### src/rtl/pc_sequencer_pkg.sv
// rtl/pc_sequencer_pkg.sv - shared processor constants for the PC sequencer
package pc_sequencer_pkg;

    typedef enum logic [1:0] {
        ST_RUN   = 2'd0,
        ST_STALL = 2'd1,
        ST_HALT  = 2'd2
    } seq_state_e;

    localparam logic [31:0] DEFAULT_RESET_PC = 32'h0000_0000;
    localparam logic [31:0] PC_STEP          = 32'd4;

    function automatic logic [31:0] branch_offset(input logic [15:0] boff);
        return {{14{boff[15]}}, boff, 2'b00};
    endfunction

endpackage

### src/rtl/jump_target.sv
// rtl/jump_target.sv - J-type target from instruction index and PC region
module jump_target (
    input  logic [25:0] jaddr_i,
    input  logic [3:0]  pc_region_i,
    output logic [31:0] target_o
);

    assign target_o = {pc_region_i, jaddr_i, 2'b00};

endmodule

### src/rtl/pc_sequencer.sv
// rtl/pc_sequencer.sv - program counter with jump/branch/jr select and RUN/STALL/HALT control
module pc_sequencer
    import pc_sequencer_pkg::*;
#(
    parameter logic [31:0] RESET_PC = DEFAULT_RESET_PC
) (
    input  logic        clk,
    input  logic        reset,
    input  logic        stall,
    input  logic        jump,
    input  logic        jal,
    input  logic        jr,
    input  logic        branch,
    input  logic        zero,
    input  logic [25:0] jaddr,
    input  logic [15:0] boff,
    input  logic [31:0] rs_val,
    output logic [31:0] pc,
    output logic [31:0] pc_plus4,
    output logic [31:0] link_addr,
    output logic        link_we,
    output logic        halted,
    output logic        align_err
);

    seq_state_e  state_q, state_d;
    logic [31:0] pc_q, pc_d;
    logic        align_err_q, align_err_d;

    logic [31:0] jump_tgt;
    logic [31:0] branch_tgt;
    logic [31:0] next_pc;
    logic        active;

    assign pc_plus4   = pc_q + PC_STEP;
    assign branch_tgt = pc_plus4 + branch_offset(boff);

    jump_target u_jump_target (
        .jaddr_i     (jaddr),
        .pc_region_i (pc_plus4[31:28]),
        .target_o    (jump_tgt)
    );

    always_comb begin
        next_pc = pc_plus4;
        if (jr) begin
            next_pc = rs_val;
        end else if (jump || jal) begin
            next_pc = jump_tgt;
        end else if (branch && zero) begin
            next_pc = branch_tgt;
        end
    end

    // The first stall-free cycle out of STALL executes its instruction just
    // like a RUN cycle, so no fetched control word is lost on release.
    always_comb begin
        state_d     = state_q;
        pc_d        = pc_q;
        align_err_d = align_err_q;
        active      = 1'b0;
        case (state_q)
            ST_RUN, ST_STALL: begin
                if (stall) begin
                    state_d = ST_STALL;
                end else begin
                    active = 1'b1;
                    if (jr && (rs_val[1:0] != 2'b00)) begin
                        state_d     = ST_HALT;
                        align_err_d = 1'b1;
                    end else if (next_pc == pc_q) begin
                        state_d = ST_HALT;
                    end else begin
                        state_d = ST_RUN;
                        pc_d    = next_pc;
                    end
                end
            end
            ST_HALT: begin
                state_d = ST_HALT;
            end
            default: begin
                state_d = ST_RUN;
            end
        endcase
    end

    always_ff @(posedge clk or posedge reset) begin
        if (reset) begin
            state_q     <= ST_RUN;
            pc_q        <= RESET_PC;
            align_err_q <= 1'b0;
        end else begin
            state_q     <= state_d;
            pc_q        <= pc_d;
            align_err_q <= align_err_d;
        end
    end

    assign pc        = pc_q;
    assign link_addr = pc_plus4;
    assign link_we   = active && jal && !jr;
    assign halted    = (state_q == ST_HALT);
    assign align_err = align_err_q;

endmodule
### config.mk
export PLATFORM = sky130hd
export DESIGN_NAME = pc_sequencer
export DESIGN_NICKNAME = d
export VERILOG_FILES = /design/src/rtl/pc_sequencer_pkg.sv /design/src/rtl/jump_target.sv /design/src/rtl/pc_sequencer.sv
export SDC_FILE = /design/constraint.sdc
export NUM_CORES = 1
export LEC_CHECK = 0
export ABC_CLOCK_PERIOD_IN_PS = 5920
export CELL_PAD_IN_SITES_DETAIL_PLACEMENT = 1
export CELL_PAD_IN_SITES_GLOBAL_PLACEMENT = 1
export CORE_UTILIZATION = 36
export CTS_BUF_LIST = sky130_fd_sc_hd__clkbuf_2
export DETAILED_ROUTE_END_ITERATION = 7
export PLACE_DENSITY = 0.82
export SETUP_SLACK_MARGIN = 0.1
export SLEW_MARGIN = 40
export SYNTH_ARGS = -nofsm -noshare
export SYNTH_HDL_FRONTEND = slang
export SYNTH_SLANG_ARGS = --single-unit
### constraint.sdc
create_clock -name clk -period 5.92 [get_ports clk]
set_input_delay 1.776 -clock clk [delete_from_list [all_inputs] [get_ports clk]]
set_output_delay 1.776 -clock clk [all_outputs]
set_load 0.01 [all_outputs]
After elaboration in Yosys (flattened, before gate mapping)
Cells that the tools add are included.

Bits in registers: 35. Output and inout bits: 99. Logic and storage cells: 31.

Add/subtract/negate cells: 2. Equal/unequal tests: 3. Multiplexer cells: 9. Bitwise logic cells: 3. Reduce and logical (&&, ||, !) cells: 11.

Operators with widths (count): 32-bit two-way mux (3); 32-bit by 3-bit adder with 32-bit output, second input constant (1); 32-bit adder (1); 32-bit equality test (1); 2-bit two-way mux (3); 1-bit logical AND (4); 2-bit case mux with 2 select lines (1); 4-bit AND reduction (1); 1-bit inverter (3); 3-bit AND reduction (1); 2-bit by 1-bit equality test with 1-bit output, second input constant (1); 2-bit equality test, second input constant (1); 2-bit zero test (1); 1-bit two-way mux (2); 2-bit nonzero test (1); 2-bit OR reduction (1); 1-bit zero test (1); 1-bit logical OR (1).

Depth between registers and ports, before layout
Gate-level depths: netlist (run 1).

Word-level depth: 10. Depth in mapped cells: 21. Gate-level depth less buffers: 18.

Modules after synthesis
Synthesis (run 1) repeated with hierarchy kept, for this count alone.

Cell total of the unflattened synthesis: 1035. Area, all modules: 7492.2 um2.

Modules (own cells, without submodules): pc_sequencer (instances 1, cells each 1002, area an instance 7248.2 um2, sequential area each 875.8 um2); jump_target (instances 1, cells each 33, area an instance 244.0 um2, sequential area each 0.0 um2).

Worst setup path after synthesis (run 1)
No wires, ideal clock.

Kind: input to register. Start: in boff[0]. End: reg pc_q[11], in the netlist pc[11]. Setup time: 125 ps. Arrival: 4948 ps. Required time: 5795 ps. Slack: 847 ps. Cell stages on the path: 15. Path through: ha_1 inv_1 fa_1 nand2b_1 a21oi_1 o21ai_1 a2111oi_1 a21oi_1 mux2i_1 o2111a_1 nand4_1 nor4_4 nor2_4 buf_6 mux2_4.

Longest elaborated chain between the ends: 7.

Ends and longest elaborated chain: from (decl) (RTL line pc_sequencer.sv:16) `input logic [15:0] boff,`; 32-bit adder * (RTL line pc_sequencer.sv:36) `assign branch_tgt = pc_plus4 + branch_offset(boff);`; 32-bit two-way mux * (RTL line pc_sequencer.sv:50) `end else if (branch && zero) begin`; 32-bit two-way mux * (RTL line pc_sequencer.sv:48) `end else if (jump || jal) begin`; 32-bit two-way mux * (RTL line pc_sequencer.sv:46) `if (jr) begin`; 32-bit equality test (RTL line pc_sequencer.sv:71) `end else if (next_pc == pc_q) begin`; 1-bit inverter (no line); 4-bit AND reduction (no line); to (signal assigned) (RTL line pc_sequencer.sv:95) `pc_q <= pc_d;`; to (decl) (RTL line pc_sequencer.sv:27) `logic [31:0] pc_q, pc_d;`.

Every way passes the cells marked *; elsewhere a longest branch is shown, timed or not. A chain may end at the register's enable or synchronous reset.

Worst setup path after layout (run 1)
Start: in jal. End: reg pc_q[2], in the netlist pc[2].

Longest elaborated chain between the ends: 6.

Ends and longest elaborated chain: from (decl) (RTL line pc_sequencer.sv:11) `input logic jal,`; 1-bit logical OR * (RTL line pc_sequencer.sv:48); 32-bit two-way mux * (RTL line pc_sequencer.sv:48); 32-bit two-way mux * (RTL line pc_sequencer.sv:46); 32-bit equality test (RTL line pc_sequencer.sv:71); 1-bit inverter (no line); 4-bit AND reduction (no line).

Marked as above.

==> metrics.log, run 1 <==
INFO  metric crit_path_max_fanout = 10
INFO  metric cts.path.max_buffers = 2
INFO  metric ys_ff_latch = 35
INFO  metric start_kind = input port
INFO  metric cts.hold.buffers_added = 0
INFO  metric syn-cell-area = just under 7000 µm²
INFO  metric crit_path_max_incr_delay = between 0.6 and 0.7 ns
INFO  metric xor_xnor_share_of_the_synthesized_area = under 10%
INFO  metric first_global_vias = slightly below 9000
INFO  metric worst-endpoint-required = 6.26 ns
INFO  metric clock_latency = roughly 0.44 ns
INFO  metric worst_ep_arrival_time = 5.99 ns
INFO  metric fmax = roughly 180 MHz
INFO  metric cts_tree = built
INFO  metric antenna-diode-count = 0
INFO  metric drtIter0Drc = 846
INFO  metric htree_num_levels = 2
INFO  metric end_kind = register
INFO  metric min_path_type = register to register
INFO  metric routabilityCongestion = ~0.96
INFO  metric number_of_clock_sinks = 35
INFO  metric syn-instance-count = 949
INFO  metric grt_max_degree = 37
INFO  metric layout_cells_sized_above_1 = ~18%
INFO  metric cp_slowest_cell = a2111oi_0
INFO  metric synthFlopType = dfrtp_1
INFO  metric reg2reg_depth = 19
INFO  metric skew = approximately 0.015 ns
INFO  metric cts-root-buf = clkbuf_2
INFO  metric setup_viol = 0
INFO  metric internal_power = approximately 0.0017 W
INFO  metric detail_route.drc_violations = 0
INFO  metric die_width = about 140 µm
INFO  metric chip_height = approximately 140 µm
INFO  metric final_number_of_hold_violating_endpoints = 0
INFO  metric transition_at_the_pin_with_the_smallest_max_transition_slack = between 0.7 and 0.8 ns
INFO  metric floorplan.core_area = ~18000 µm²
INFO  metric finalNonFillerCells = 1417
INFO  metric grt_first_pass_wirelength = 50500 µm
INFO  metric finalCriticalPeriod = between 5 and 6 ns
INFO  metric worstPathBufferInverterCount = 3
INFO  metric timing.max_slew.rel_slack = between 40% and 50%
INFO  metric layout.nets = around 1300
INFO  metric std_cell_rows = approximately 50
INFO  metric ios = 181
INFO  metric finalWirelength = ~34000 µm
INFO  metric design_area = 9560 µm²
INFO  metric drtPass1Iterations = 6
INFO  metric total_switching_power = about 0.0018 W
INFO  metric place_inst = 1408
INFO  metric critical_path_cell_count = 14
INFO  metric seqPwrFrac = 14.1%
INFO  metric power.share.clock = 3.5%
INFO  metric totalNegativeSetupSlack = 0 ns
INFO  metric global_route.overflow_total = 0
INFO  metric placement.io_buffers = between 150 and 200
INFO  metric number_of_antenna_violations_at_the_first_check_in_global_routing = 0
INFO  metric synth.avg_cell_area = ~7.2 µm²
INFO  metric asyncSetResetFlopFracSynth = 100%
INFO  metric run_status = finished, final reports clean
INFO  metric timing_max_transition_violations_final = 0
INFO  metric kind_of_cell_adding_the_most_delay_to_the_critical_path = simple AND/OR/NAND/NOR gates
INFO  metric initial_utilization = between 30% and 40%
INFO  metric powerDensity = 371 nW/µm²
INFO  metric die_area = approximately 20000 µm²
INFO  metric syn2layout_area_growth = 40.6%
INFO  metric synth_enable_flop_cells = 0
INFO  metric synth_nets = between 1000 and 1500
INFO  metric ys.warnings.count = 0
INFO  metric placed_area = approximately 9500 µm²
INFO  metric vias = 9001
INFO  metric power_switching_share = between 50% and 60%
INFO  metric clk_pin_slew_worst_paths = around 0.20 ns
INFO  metric ir_drop_worst_vdd = roughly 0.24 mV
INFO  metric drt.antenna.violating_nets = 0
INFO  metric final_min_period_over_clock_period = 95.4%
INFO  metric grt_setup_unrepaired = false
INFO  metric synth_compound_area_share = between 30% and 40%
INFO  metric adder_cell_area_share_of_the_yosys_netlist = 5.82%
INFO  metric synth_top_family_by_area = compound AO/OA/AOI/OAI gates
INFO  metric tritoncts.num_buffers = 5
INFO  metric total_leakage_power = ~4 nW
INFO  metric share_comb_of_total_power = between 80% and 90%
INFO  metric synth.yosys.seq_area_share = roughly 13%
INFO  metric drv.max_cap_violation_count = 0
INFO  metric util_after_layout = a little over half
INFO  metric hold_path_depth = 1
INFO  metric global_route.usage.total = around a third
INFO  metric post_synth_and_or_nand_nor_area_fraction = about 28%
INFO  metric avgRoutedWirePerCell = about 24 µm
INFO  metric muxShareOfSynthArea = 6.75%
INFO  metric post_dr_vias_cell = 6.35
INFO  metric synth_cell_type_count = 91
INFO  metric worst_setup_path_class = input port to register
INFO  metric hpwlAfterDp = around 27000 µm
INFO  metric cp_cell_sequence = clkdlybuf4s50_1, buf_4, nor2_1, o31a_1, nor2_1, a2111oi_0, and4bb_2, nand4_1, a2111oi_4, nand4_1, nor4_4, nor2_4, buf_4, mux2_2
INFO  metric final.hold.worst_slack = 0.461 ns
[synthesized netlist by cell type, types with 8 or more instances]
cell type / n / area, µm²
a2111oi_0: 8 / 70.1
a211oi_1: 14 / 105
a21o_1: 10 / 75.1
a21oi_1: 66 / 330
and3_1: 15 / 93.8
buf_2: 37 / 185
buf_4: 38 / 285
clkbuf_1: 20 / 75.1
dfrtp_1: 35 / 876
ha_1: 30 / 375
inv_1: 29 / 109
mux2_4: 12 / 180
mux2i_1: 20 / 200
nand2_1: 105 / 394
nand2b_1: 16 / 100
nand3_1: 39 / 195
nand4_1: 25 / 156
nor2_1: 73 / 274
nor2b_1: 8 / 50.1
nor3_1: 26 / 130
nor4_1: 10 / 62.6
o211ai_1: 12 / 90.1
o21ai_0: 59 / 295
o22ai_1: 8 / 50.1
o31ai_1: 10 / 75.1
or3_1: 13 / 81.3
xnor2_1: 28 / 245
xor2_1: 15 / 131
[repair_timing]
action | in CTS | in global routing
gates resized for setup | 0 | 4
setup endpoints to repair | 0 | 31
buffers inserted | 0 | 2
[sequential cells by signal, summed over array words and instances, names as in the netlist]
register and cells:
pc 32, align_err 1, state_q 2
[worst paths after layout]
kind                                            from                   end  slack (ns)
worst max-delay path                             jal     pc[2]$_DFFE_PP0P_        0.27
worst min-delay path            state_q[1]$_DFF_PP0_  state_q[0]$_DFF_PP0_        0.46
worst max register to register     pc[6]$_DFFE_PP0P_     pc[2]$_DFFE_PP0P_        0.38
worst min register to register  state_q[1]$_DFF_PP0_  state_q[0]$_DFF_PP0_        0.46
max in group asynchronous                      reset     pc[8]$_DFFE_PP0P_        3.81
min in group asynchronous                      reset    pc[13]$_DFFE_PP0P_        1.74
[cells in the final DEF (no fill, tap or decap), drive strengths merged, types with 8 or more instances in the layout]
| cell | count |
|---|---|
| clkdlybuf4s50 | 179 |
| buf | 156 |
| nand2 | 105 |
| nor2 | 75 |
| a21oi | 69 |
| o21ai | 65 |
| nand3 | 39 |
| dfrtp | 35 |
| ha | 30 |
| inv | 29 |
| xnor2 | 28 |
| nor3 | 27 |
| nand4 | 27 |
| mux2i | 20 |
| mux2 | 19 |
| nand2b | 16 |
| a211oi | 16 |
| and3 | 15 |
| xor2 | 15 |
| or3 | 13 |
| o211ai | 13 |
| a2111oi | 12 |
| nor4 | 11 |
| o31ai | 11 |
| a21o | 10 |
| nor2b | 8 |
| o22ai | 8 |
[layout make-up]
cell class                 count  area (µm²)
clock buffer                   5        25.0
clock inverter                 2        8.76
fill                        2306        8650
inverter                      29         109
multi-input combinational    782        5240
sequential                    35         876
tap                          229         287
timing repair buffer         335        3020
[per-layer routing]
layer	part of all wire, %	vias up	GRT usage, %
met5	0	-	0
li1	-	4008	-
met2	45	544	53.8
met4	4.4	0	14.5
met3	10	99	6.09
met1	41	4350	44.5
[through the flow]
stage / total power (W) / setup slack, ns
5_1_grt: 0.00374 / 0.0987
6_report: 0.00355 / 0.274
3_5_place_dp: 0.00335 / -0.330
2_1_floorplan: 0.00202 / 0.847
4_1_cts: 0.00348 / 0.136
3_3_place_gp: 0.00328 / -0.227
[power by group through the flow]
stage | sequential (W) | combinational, W | clock (W)
3_5_place_dp | 0.000498 | 0.00285 | 0
4_1_cts | 0.000493 | 0.00287 | 0.000124
6_report | 0.000501 | 0.00292 | 0.000123
3_3_place_gp | 0.000497 | 0.00279 | 0
2_1_floorplan | 0.000432 | 0.00159 | 0
5_1_grt | 0.000510 | 0.00310 | 0.000131
[worst register-to-register path, delay by kind of cell, from the launching register on]
kind                     cells  cell delay (ns)
AO/OA/AOI/OAI                3             0.84
XOR/XNOR                     1             0.34
adder cells (fa/ha/maj)      1             0.31
buffers and inverters        4             0.74
flip-flops                   1             0.63
multiplexers                 2             0.65
AND/OR/NAND/NOR              8             1.92
[cells by family after synthesis]
family,count (synthesis)
xor+xnor,43
buf+inv,132
fa+ha+maj,31
mux,39
flops,35
simple gates,375
compound gates,294
(Power assumes the default switching activity.)
==> inputs of run 2 (changes only) <==
--- a/config.mk
+++ b/config.mk
@@ -11,6 +11,7 @@
 export CORE_UTILIZATION = 36
 export CTS_BUF_LIST = sky130_fd_sc_hd__clkbuf_2
 export DETAILED_ROUTE_END_ITERATION = 7
+export GPL_TIMING_DRIVEN = 0
 export PLACE_DENSITY = 0.82
 export SETUP_SLACK_MARGIN = 0.1
 export SLEW_MARGIN = 40
==> metrics.log, run 2 (synthesis gave the netlist of run 1 again) <==
INFO  metric worst_setup_path_class = input port to output port
INFO  metric first_global_vias = 8785 (+0.39%)
INFO  metric setup_viol = 0 (unchanged)
INFO  metric finalPower = 0.00352 W (-0.90%)
INFO  metric powerDensity = 376 nW/µm² (+1.3%)
INFO  metric layout_cells_sized_above_1 = 17.7% (-0.19 points)
INFO  metric cts.hold.buffers_added = 0 (unchanged)
INFO  metric drtIter0Drc = 876 (+3.5%)
INFO  metric finalWirelength = 36000 µm (+7.3%)
INFO  metric grt_first_pass_wirelength = 52700 µm (+4.3%)
INFO  metric timing_max_transition_violations_final = 0 (unchanged)
INFO  metric end_kind = output port
INFO  metric reg2reg_depth = 18 (-1)
INFO  metric die_width = 139 µm (unchanged)
INFO  metric global_route.overflow_total = 0 (unchanged)
INFO  metric skew = 0.0315 ns (+0.0163 ns)
INFO  metric dp_worst_setup_slack = -1.24 ns (-0.912 ns)
INFO  metric timing.max_slew.rel_slack = 38.5% (-10 points)
INFO  metric chip_height = 139 µm (unchanged)
INFO  metric std_cell_rows = 49 (unchanged)
INFO  metric largest_register_ff_count = 32 (unchanged)
INFO  metric hold_path_depth = 1 (unchanged)
INFO  metric layout.nets = 1256 (-3.5%)
INFO  metric global_route.usage.total = 35.7% (+1.9 points)
INFO  metric cts_tree = built
INFO  metric worst_ep_arrival_time = 4.07 ns (-1.92 ns)
INFO  metric timing.rr.start = pc[12]$_DFFE_PP0P_
INFO  metric layout_commonest_cell = clkdlybuf4s50_1
INFO  metric syn2layout_area_growth = 37.6%
INFO  metric drt.antenna.violating_nets = 0 (unchanged)
INFO  metric initial_utilization = 37.3% (unchanged)
INFO  metric r2r-end = pc[26]$_DFFE_PP0P_
INFO  metric routabilityCongestion = 0.993 (+3.7%)
INFO  metric finalNonFillerCells = 1373 (-3.1%)
INFO  metric post_dr_vias_cell = 6.48 (+2.0%)
INFO  metric vias = 8899 (-1.1%)
INFO  metric tritoncts.num_buffers = 5 (unchanged)
INFO  metric reg2reg_slack = 0.19 ns (-0.19 ns)
INFO  metric grt_max_degree = 36 (-2.7%)
INFO  metric clock_latency = 0.48 ns (+0.04 ns)
INFO  metric ios = 181 (unchanged)
INFO  metric start_kind = input port
INFO  metric most-common-layout-cells = clkdlybuf4s50_1 (177), nand2_1 (105), nor2_1 (68)
INFO  metric die_area = 19400 µm² (unchanged)
INFO  metric final_min_period_over_clock_period = 98.7% (+3.4 points)
INFO  metric place_inst = 1356 (-3.7%)
INFO  metric total_leakage_power = 3.70 nW (-5.1%)
INFO  metric final.hold.worst_slack = 0.465 ns (+0.00338 ns)
INFO  metric worst_hold_startpoint = state_q[1]$_DFF_PP0_
INFO  metric min_path_type = register to register
INFO  metric floorplan.core_area = 18200 µm² (unchanged)
INFO  metric detail_route.drc_violations = 0 (unchanged)
INFO  metric fmax = 171 MHz (-3.4%)
INFO  metric transition_at_the_pin_with_the_smallest_max_transition_slack = 0.919 ns (+0.163 ns)
INFO  metric cts-root-buf = clkbuf_2
INFO  metric cts.path.max_buffers = 2 (unchanged)
INFO  metric finalCriticalPeriod = 5.84 ns (+0.199 ns)
INFO  metric htree_num_levels = 2 (unchanged)
INFO  metric ir_drop_worst_vdd = 0.257 mV (+9.2%)
INFO  metric number_of_antenna_violations_at_the_first_check_in_global_routing = 0 (unchanged)
INFO  metric worst-endpoint-required = 4.14 ns (-2.12 ns)
INFO  metric util_after_layout = 51.4% (-1.1 points)
INFO  metric grt_setup_unrepaired = true
INFO  metric crit_path_max_fanout = 19 (+9)
INFO  metric hpwlAfterDp = 27900 µm (+2.0%)
INFO  metric placement.io_buffers = 178 (-1.1%)
INFO  metric avgRoutedWirePerCell = 26.2 µm (+11%)
INFO  metric min_to = state_q[0]$_DFF_PP0_
INFO  metric number_of_clock_sinks = 35 (unchanged)
INFO  metric final_number_of_hold_violating_endpoints = 0 (unchanged)
INFO  metric clk_pin_slew_worst_paths = 0.23 ns (+0.03 ns)
INFO  metric drtPass1Iterations = 5 (-1)
INFO  metric drv.max_cap_violation_count = 0 (unchanged)
INFO  metric antenna-diode-count = 0 (unchanged)
INFO  metric post-route-worst-setup-slack = 0.0751 ns (-0.199 ns)
INFO  metric run_status = finished, final reports clean
==> run 2: cell types whose count changed in the layout (fill, tap and decap cells not counted), moves of 4 or more <==
cell	change
buf_4	-102
buf_2	+35
clkbuf_1	+13
clkbuf_2	+8
xnor2_1	-8
xnor2_2	+8
a21oi_1	-5
nor2_1	-5
nor4_1	-4
==> run 2: area by class of cell <==
cell class,instances,area [µm²]
fill,2307,8850
multi-input combinational,782,5560
timing repair buffer,189,1870
sequential,35,877
buffer,101,611
tap,229,287
inverter,29,115
clock buffer,5,25.0
clock inverter,3,20.0
==> run 2: metrics by stage <==
stage                     instance area [µm²]  TNS (ns)
final                                    9360         0
after global routing                     9360         0
after CTS                                9070         0
after detailed placement                 8880    -36.27
after global placement                   8870    -35.62
after floorplan                          6800         0
==> run 2: worst max-delay path, cell delays in order <==
cell and delay (ns):
clkdlybuf4s50_1 0.63, clkinvlp_4 0.31, clkbuf_4 0.31, clkbuf_4 0.31, and3_1 0.23, clkdlybuf4s50_1 0.48
==> run 2: worst max-delay path by stage <==
stage                                   from            endpoint  slack (ns)  cells after the start
final                                     jr             link_we        0.08                      6
after global routing      pc[15]$_DFFE_PP0P_  pc[26]$_DFFE_PP0P_        0.02                     18
after CTS                            boff[0]  pc[26]$_DFFE_PP0P_        0.10                     16
after detailed placement            boff[15]  pc[14]$_DFFE_PP0P_       -1.24                     15
after global placement              boff[15]   pc[9]$_DFFE_PP0P_       -1.23                     15
after floorplan                      boff[0]  pc[11]$_DFFE_PP0P_        0.85                     15
==> run 2: per-layer routing <==
metal	part of all wire [%]	GRT usage (%)
met5	0	0
met4	5.8	18.4
met3	9.0	5.71
met2	44	56.1
met1	41	47.0
==> run 2: what timing repair did <==
action                     4_1_cts  5_1_grt
setup buffers                    3        8
pin swaps                        1        8
gates resized for setup         30       48
setup endpoints to repair       33       33
==> run 2: report_power, final <==
part	total, W	switching [W]	leakage, nW	internal, W
combinational	0.00292	0.00165	3.26	0.00127
sequential	0.000450	0.000135	0.412	0.000315
clock	0.000145	0.000117	0.0250	0.0000278
==> inputs of run 3 (changes only) <==
--- a/config.mk
+++ b/config.mk
@@ -6,15 +6,13 @@
 export NUM_CORES = 1
 export LEC_CHECK = 0
 export ABC_CLOCK_PERIOD_IN_PS = 5920
-export CELL_PAD_IN_SITES_DETAIL_PLACEMENT = 1
-export CELL_PAD_IN_SITES_GLOBAL_PLACEMENT = 1
-export CORE_UTILIZATION = 36
+export CORE_UTILIZATION = 50
 export CTS_BUF_LIST = sky130_fd_sc_hd__clkbuf_2
 export DETAILED_ROUTE_END_ITERATION = 7
 export GPL_TIMING_DRIVEN = 0
-export PLACE_DENSITY = 0.82
+export PLACE_DENSITY = 0.81
 export SETUP_SLACK_MARGIN = 0.1
-export SLEW_MARGIN = 40
+export SLEW_MARGIN = 5
 export SYNTH_ARGS = -nofsm -noshare
 export SYNTH_HDL_FRONTEND = slang
 export SYNTH_SLANG_ARGS = --single-unit
==> metrics.log, run 3 (synthesis gave the netlist of run 1 again) <==
INFO  metric setup_viol = 0 (unchanged)
INFO  metric end_kind = register
INFO  metric post-route-worst-setup-slack = 0.126 ns (+0.0504 ns)
INFO  metric global_route.usage.total = 44.1% (+8.4 points)
INFO  metric htree_num_levels = 2 (unchanged)
INFO  metric global_route.overflow_total = 0 (unchanged)
INFO  metric cts.path.max_buffers = 2 (unchanged)
INFO  metric floorplan.core_area = 13200 µm² (-27%)
INFO  metric reg2reg_slack = 0.19 ns (about the same)
INFO  metric worst_ep_arrival_time = 6.13 ns (+2.06 ns)
INFO  metric cp_slowest_cell = clkdlybuf4s50_1
INFO  metric powerDensity = 370 nW/µm² (-1.6%)
INFO  metric cp_cell_sequence = clkdlybuf4s50_1, or3_1, nor2_1, a31oi_1, o221ai_1, a2111oi_2, nand4_1, a2111oi_4, nand4_1, nor4_4, buf_4, nor2_4, buf_6, mux2_4
INFO  metric post_dr_vias_cell = 6.81 (+5.0%)
INFO  metric worst_setup_path_class = input port to register
INFO  metric grt_first_pass_wirelength = 47300 µm (-10%)
INFO  metric grt_setup_unrepaired = false
INFO  metric placement.io_buffers = 178 (unchanged)
INFO  metric layout.nets = 1255 (-0.080%)
INFO  metric setup.worst_path.end = pc[11]$_DFFE_PP0P_
INFO  metric most-common-layout-cells = clkdlybuf4s50_1 (177), nand2_1 (105), nor2_1 (71)
INFO  metric routabilityCongestion = 1.03 (+3.4%)
INFO  metric avgRoutedWirePerCell = 24.1 µm (-7.9%)
INFO  metric initial_utilization = 51.3% (+14 points)
INFO  metric dp_worst_setup_slack = -1.14 ns (+0.101 ns)
INFO  metric cts-root-buf = clkbuf_2
INFO  metric final_number_of_hold_violating_endpoints = 0 (unchanged)
INFO  metric die_area = 14100 µm² (-28%)
INFO  metric crit_path_max_fanout = 10 (-9)
INFO  metric cts_tree = built
INFO  metric layout_cells_sized_above_1 = 15.9% (-1.7 points)
INFO  metric cts.hold.buffers_added = 0 (unchanged)
INFO  metric worstSetupStartpoint = jr
INFO  metric skew = 0.0450 ns (+0.0135 ns)
INFO  metric reg2reg_depth = 21 (+3)
INFO  metric start_kind = input port
INFO  metric clk_pin_slew_worst_paths = 0.20 ns (-0.03 ns)
INFO  metric vias = 8971 (+0.81%)
INFO  metric number_of_antenna_violations_at_the_first_check_in_global_routing = 0 (unchanged)
INFO  metric std_cell_rows = 42 (-14%)
INFO  metric drt.antenna.violating_nets = 0 (unchanged)
INFO  metric finalNonFillerCells = 1318 (-4.0%)
INFO  metric largest_register_ff_count = 32 (unchanged)
INFO  metric clock_latency = 0.46 ns (-0.02 ns)
INFO  metric place_inst = 1304 (-3.8%)
INFO  metric syn2layout_area_growth = 34.1%
INFO  metric chip_height = 119 µm (-15%)
INFO  metric timing_max_transition_violations_final = 0 (unchanged)
INFO  metric total_leakage_power = 3.63 nW (-1.9%)
INFO  metric fmax = 173 MHz (+0.87%)
INFO  metric ir_drop_worst_vdd = 0.333 mV (+30%)
INFO  metric worst_hold_startpoint = state_q[1]$_DFF_PP0_
INFO  metric drtPass1Iterations = 8 (+3)
INFO  metric first_global_vias = 8166 (-7.0%)
INFO  metric worst-endpoint-required = 6.26 ns (+2.12 ns)
INFO  metric min_path_type = register to register
INFO  metric timing.max_slew.rel_slack = 32.9% (-5.6 points)
INFO  metric layout_commonest_cell = clkdlybuf4s50_1
INFO  metric critPathMostFrequentCell = nand4_1
INFO  metric kind_of_cell_adding_the_most_delay_to_the_critical_path = simple AND/OR/NAND/NOR gates
INFO  metric drv.max_cap_violation_count = 0 (unchanged)
INFO  metric design_area = 9120 µm² (-2.6%)
INFO  metric totalNegativeSetupSlack = 0 ns (unchanged)
INFO  metric final_min_period_over_clock_period = 97.9% (-0.85 points)
INFO  metric r2r-end = pc[11]$_DFFE_PP0P_
INFO  metric die_width = 119 µm (-15%)
INFO  metric critical_path_cell_count = 14 (+8)
INFO  metric transition_at_the_pin_with_the_smallest_max_transition_slack = 1.00 ns (+0.0805 ns)
INFO  metric drtIter0Drc = 1446 (+65%)
INFO  metric finalWirelength = 31800 µm (-12%)
INFO  metric ios = 181 (unchanged)
INFO  metric tritoncts.num_buffers = 5 (unchanged)
INFO  metric crit_path_max_incr_delay = 0.63 ns (about the same)
INFO  metric grt_max_degree = 33 (-8.3%)
INFO  metric antenna-diode-count = 0 (unchanged)
INFO  metric worstPathBufferInverterCount = 3 (-2)
INFO  metric finalCriticalPeriod = 5.79 ns (-0.0504 ns)
INFO  metric detail_route.drc_violations = 0 (unchanged)
INFO  metric run_status = finished, final reports clean
INFO  metric number_of_clock_sinks = 35 (unchanged)
INFO  metric timing.rr.start = pc[15]$_DFFE_PP0P_
INFO  metric placed_area = 8820 µm² (-0.65%)
INFO  metric hpwlAfterDp = 24400 µm (-13%)
run 3: worst min-delay path by stage:
stage / slack, ns / cells after the start / to
floorplan: 0.42 / 1 / state_q[0]$_DFF_PP0_
global placement: 0.43 / 1 / state_q[0]$_DFF_PP0_
detailed placement: 0.43 / 1 / state_q[0]$_DFF_PP0_
CTS: 0.46 / 1 / state_q[0]$_DFF_PP0_
global route: 0.49 / 1 / state_q[0]$_DFF_PP0_
finish: 0.46 / 1 / state_q[0]$_DFF_PP0_
run 3: final cells by class:
type / instances / area [µm²]
multi-input combinational: 782 / 5390
fill: 1169 / 4130
timing repair buffer: 188 / 1870
sequential: 35 / 878
buffer: 101 / 607
tap: 176 / 220
inverter: 29 / 113
clock buffer: 5 / 25.0
clock inverter: 2 / 8.76
run 3: per-layer routing:
layer	global-route usage, %	wire length [µm]
met1	59.0	12400
met2	66.4	13500
met3	9.31	4220
met4	22.3	1620
met5	0	0
run 3: timing repair:
action                                  in CTS  in global routing
pin swaps                                    2                  2
buffers inserted                             4                  5
endpoints found under the setup margin      33                 33
gates cloned                                 0                  0
resized for setup                           21                 30
endpoints found under the hold margin        0                  0
run 3: report_power, final:
part	internal, W	switching, W	leakage (nW)	total [W]
registers	0.000316	0.000127	0.411	0.000443
clock network	0.0000249	0.000100	0.0262	0.000125
logic	0.00124	0.00157	3.19	0.00281
run 3: stage by stage:
stage	power (W)	utilization (%)	hold slack, ns
2_1_floorplan	0.00202	-	0.418
3_3_place_gp	0.00304	66.5	0.428
3_5_place_dp	0.00308	66.6	0.434
4_1_cts	0.00323	67.7	0.459
5_1_grt	0.00356	68.8	0.487
6_report	0.00337	68.8	0.459
run 3: worst reg2reg max path: stages, from the launching register on:
cell	delay [ns]
dfrtp_1	0.42
buf_2	0.21
nand4_1	0.26
nor3_2	0.31
buf_4	0.23
nand2_1	0.12
xnor2_2	0.37
ha_1	0.32
buf_2	0.19
a21oi_1	0.23
o21ai_0	0.18
a221oi_2	0.39
and2_1	0.34
a311o_1	0.32
o311ai_1	0.15
nor3_2	0.27
nand4b_1	0.22
nor4_4	0.24
buf_4	0.18
nor2_4	0.08
buf_6	0.25
mux2_4	0.32
==> edit 1, RTL diff (settings of run 2) <==
The 3 states of `seq_state_e` get a one-hot encoding in 3 bits.
--- a/src/rtl/pc_sequencer_pkg.sv
+++ b/src/rtl/pc_sequencer_pkg.sv
@@ -1,10 +1,10 @@
 // rtl/pc_sequencer_pkg.sv - shared processor constants for the PC sequencer
 package pc_sequencer_pkg;
 
-    typedef enum logic [1:0] {
-        ST_RUN   = 2'd0,
-        ST_STALL = 2'd1,
-        ST_HALT  = 2'd2
+    typedef enum logic [2:0] {
+        ST_RUN   = 3'b001,
+        ST_STALL = 3'b010,
+        ST_HALT  = 3'b100
     } seq_state_e;
 
     localparam logic [31:0] DEFAULT_RESET_PC = 32'h0000_0000;
Behaviour: same outputs for any inputs over 4 cycles, from zero or initial values and one cycle with reset high; so few cycles prove little.
==> edit 1 against run 2 <==
Critical endpoint is now pc[14]. Sequential cell count up 1. Setup slack got worse by 0.12 ns. Hold slack improved by 0.054 ns. Synthesized area shrank 5.5%. The run now ends with setup timing left. Power rose by 34%. Non-clock buffer count stayed put. Critical path type is now input port to register. Wire length shrank 12%. Highest routed layer unchanged. Design area down 2.6%. Core utilization up 1.1 points.
==> edit 1: results (changes against run 2) <==
reg-to-reg slack, setup -> 0.13 ns (-0.06 ns)
syn_nets -> 999 (-5.9%)
pre-CTS WS -> -1.07 ns (+0.177 ns)
post-DR vias/cell -> 6.27 (-3.2%)
largest net degree at the start of global routing -> 37 (+2.8%)
status -> finished with violations
CP arrival -> 6.32 ns (+2.25 ns)
cell depth of the worst flop-to-flop path -> 23 (+5)
clock skew -> 0.0308 ns (-0.000702 ns)
Post-Synth Adder-Cell Area -> 6.15% (+0.34 points)
nets@finish -> 1206 (-4.0%)
internal power -> 2330 uW (+44%)
maximum VDD drop -> 0.000386 V (+50%)
CP peak stage delay -> 0.92 ns (+0.29 ns)
setup violators final -> 10 (+10)
WL final -> 31600 um (-12%)
share of post-route cells with drive strength above 1 -> 16.5% (-1.1 points)
post-route setup slack -> -0.0436 ns (-0.119 ns)
routability congestion estimate -> 0.967 (-2.7%)
Distinct cells, synth -> 84 (-7.7%)
DP Cell Count -> 1291 (-4.8%)
final hold slack -> 0.519 ns (+0.0542 ns)
Setup TNS -> -0.243 ns (-0.243 ns)
Synth Area in XOR/XNOR -> 7.89% (+2.3 points)
iteration-0 DRC count of the detailed router -> 781 (-11%)
failing checks -> setup timing
Synth Area in Compound Gates -> 27.8% (-2.3 points)
GR Util All Layers -> 33.8% (-1.8 points)
Leak -> 0.00365 uW (-1.3%)
edit 1: cell count changes after synthesis, moves of 7 or more:
cell / run 2 / this run
o21ai_0: 59 / 52
clkbuf_1: 20 / 28
a31oi_1: 4 / 17
nand2b_1: 16 / 4
xnor2_1: 28 / 41
mux2_4: 12 / 21
o31ai_1: 10 / 3
nand2_1: 105 / 79
and3_1: 15 / 4
inv_1: 29 / 36
nor2_1: 73 / 81
buf_2: 37 / 17
edit 1: per-layer routing:
| layer | vias up | share of wire [%] | GRT usage, % | routed length (um) |
|---|---|---|---|---|
| met3 | 105 | 9.1 | 6.17 | 2870 |
| met5 | - | 0 | 0 | 0 |
| li1 | 3683 | - | - | - |
| met2 | 483 | 46 | 54.5 | 14400 |
| met4 | 0 | 4.6 | 14.8 | 1460 |
| met1 | 4002 | 41 | 43.8 | 12800 |
edit 1: area by class of cell:
| class | instances | share of cell area, % |
|---|---|---|
| multi-input combinational | 723 | 56.3 |
| timing repair buffer | 201 | 21.5 |
| sequential | 36 | 9.90 |
| buffer | 89 | 6.36 |
| tap | 225 | 3.09 |
| inverter | 37 | 1.55 |
| clock inverter | 3 | 0.989 |
| clock buffer | 5 | 0.275 |
edit 1: cell families after synthesis:
family                     count (synthesis)
AOI/OAI and AO/OA                        266
xor gates and xnor gates                  57
adders and majority gates                 31
buffers and inverters                    127
DFF                                       36
muxes                                     44
and+or+nand+nor                          325
edit 1: critical path: cells and delay by family:
family	cells	cell delay (ns)
buffers and inverters	5	2.06
AO/OA/AOI/OAI	4	1.42
AND/OR/NAND/NOR	3	0.72
multiplexers	1	0.31
edit 1: timing repair:
item | in CTS | in global routing
buffers inserted | 8 | 13
setup endpoints to repair | 34 | 33
pin swaps | 8 | 15
hold buffers | 0 | 0
gates resized for setup | 45 | 37
edit 1: how the worst max path moves through the flow:
stage,from,endpoint
after floorplan,boff[0],pc[11]
after CTS,boff[0],pc[3]
after global routing,pc[3],pc[21]
after detailed placement,boff[0],pc[3]
after global placement,jr,link_we
final,zero,pc[14]
edit 1: power by group through the flow:
stage | clock network [uW] | registers, uW | logic [uW]
6_report | 270 | 519 | 3910
3_5_place_dp | 0 | 513 | 3580
4_1_cts | 267 | 508 | 3740
5_1_grt | 276 | 534 | 4170
3_3_place_gp | 0 | 509 | 3530
2_1_floorplan | 0 | 517 | 2170
edit 1: per-stage QoR:
stage / power (uW) / util (%) / cell area [sq um]
floorplan: 2680 / - / 6430
global placement: 4040 / 49.0 / 8510
detailed placement: 4100 / 49.1 / 8520
CTS: 4520 / 51.2 / 8880
global route: 4980 / 52.5 / 9110
finish: 4700 / 52.5 / 9110
==> edit 2, RTL diff (flow settings as in run 2) <==
Made on the original files. Put one more register stage on the output `align_err`, cleared by the reset. The value now appears one clock later. The other outputs are not delayed to match.
--- a/src/rtl/pc_sequencer.sv
+++ b/src/rtl/pc_sequencer.sv
@@ -101,6 +101,12 @@
     assign link_addr = pc_plus4;
     assign link_we   = active && jal && !jr;
     assign halted    = (state_q == ST_HALT);
-    assign align_err = align_err_q;
+    always_ff @(posedge clk or posedge reset) begin
+        if (reset) begin
+            align_err <= '0;
+        end else begin
+            align_err <= align_err_q;
+        end
+    end
 
 endmodule
Behaviour: not the same (Yosys sat finds a counterexample within 4 cycles, from zero or initial values and one cycle with reset high).
==> edit 2 against run 2 <==
Fmax is 1.0% higher. Power up 3.4%. Synthesized area increased by 2.3%. Hold slack worse by 0.045 ns. Critical path depth rose by 8. Design area grew 4.7%. Wire length grew 2.5%. Setup slack improved by 0.061 ns. First-iteration DRC count decreased by 7.0%. Synthesized cell count up 1.5%. Sequential cell count increased by 1.
==> edit 2: results (changes against run 2) <==
status -> completed
maximum VDD drop -> 0.000211 V (-18%)
worst hold path type -> register to register
count leader, synth -> nand2_1
Power Total -> 3640 uW (+3.4%)
CP peak stage delay -> 0.81 ns (+0.18 ns)
Synth area leaders -> dfrtp_1 13%, ha_1 5.4%, nand2_1 5.1%
nets@finish -> 1287 (+2.5%)
DP Cell Count -> 1400 (+3.2%)
syn_nets -> 1076 (+1.3%)
routability congestion estimate -> 0.982 (-1.1%)
Worst slew margin -> 40.8% (+2.4 points)
largest net degree at the start of global routing -> 37 (+2.8%)
Worst Path Max Fanout -> 10 (-9)
clk slew on worst S/H paths -> 0.23 ns (about the same)
clock skew -> 0.0395 ns (+0.00805 ns)
Async SR Flop Fraction -> 100% (unchanged)
WL final -> 36900 um (+2.5%)
sequential fraction of the synthesis area -> 13.0% (+0.070 points)
syn avg cell area -> 7.22 sq um (+0.81%)
CTS buffer count -> 5 (unchanged)
CP arrival -> 6.20 ns (+2.13 ns)
Synth top cells by count -> 94 x nand2_1, 60 x o21ai_0, 59 x nor2_1
critical path's slowest cell -> a2111oi_0
Largest register FFs -> 32 (unchanged)
pre-CTS WS -> -1.20 ns (+0.0429 ns)
H-Tree Depth -> 2 (unchanged)
DRT Pass-1 Iters -> 5 (unchanged)
Distinct cells, synth -> 84 (-7.7%)
number of global-route vias before repair -> 8941 (+1.8%)
share of post-route cells with drive strength above 1 -> 17.9% (+0.21 points)
GR Util All Layers -> 36.4% (+0.76 points)
Port Buffer Count -> 177 (-0.56%)
post-DP HPWL -> 29000 um (+3.8%)
Max Root-Sink Buffers -> 2 (unchanged)
Yosys warning count -> 0 (unchanged)
clk_lat worst skew -> 0.53 ns (+0.05 ns)
post-DR vias/cell -> 6.41 (-1.1%)
iteration-0 DRC count of the detailed router -> 815 (-7.0%)
crit-path leading delay family -> simple AND/OR/NAND/NOR gates
WL/cell -> 25.7 um (-2.0%)
Most used DFF post-synth -> dfrtp_1
placed cell area -> 9070 sq um (+2.2%)
root buf cell -> clkbuf_2
first-pass GRT wire length -> 54400 um (+3.3%)
initial antenna violation count -> 0 (unchanged)
Leak -> 0.00384 uW (+3.9%)
-- edit 2: cell families (layout without fill, tap and decap cells) --
group	Yosys count	count (layout)	share of synthesized area, %
multiplexers	45	45	7.81
XOR/XNOR	50	50	6.40
other	0	1	0
AO/OA/AOI/OAI	300	300	29.8
flip-flops	36	36	13.0
AND/OR/NAND/NOR	370	370	27.7
buffers and inverters	131	343	9.64
adder cells (fa/ha/maj)	31	31	5.68
-- edit 2: worst paths after layout --
| kind | from | to | slack (ns) | cells after the start |
|---|---|---|---|---|
| setup / recovery | zero | pc[18] | 0.14 | 14 |
| hold / removal | align_err_q | align_err | 0.42 | 0 |
| setup reg to reg | pc[7] | pc[18] | 0.19 | 20 |
| hold reg to reg | align_err_q | align_err | 0.42 | 0 |
| max in group asynchronous | reset | pc[17] | 3.92 | 2 |
| min in group asynchronous | reset | pc[19] | 1.59 | 2 |
-- edit 2: power breakdown --
group / switching [uW] / internal [uW]
registers: 133 / 320
clock network: 118 / 28.5
logic: 1700 / 1340
-- edit 2: timing repair --
| item | 4_1_cts | 5_1_grt |
|---|---|---|
| pin swaps | 12 | 16 |
| endpoints found under the setup margin | 36 | 33 |
| gates resized for setup | 52 | 55 |
| buffers inserted | 11 | 19 |
-- edit 2: area by class of cell --
class / instances / area [sq um]
Inverter: 28 / 108
Fill cell: 2352 / 9040
Buffer: 100 / 592
Clock inverter: 3 / 18.8
Multi-Input combinational cell: 796 / 5820
Timing Repair Buffer: 207 / 2000
Antenna cell: 1 / 2.50
Tap cell: 260 / 325
Clock buffer: 5 / 25.0
Sequential cell: 36 / 902
-- edit 2: per-layer routing --
layer  up-vias  global-route usage [%]  share of wire (%)
li1       4033                       -                  -
met1      4431                    47.4                 41
met2       605                    59.1                 45
met3       140                    6.32                9.2
met4         0                    15.7                5.2
met5         -                       0                  0
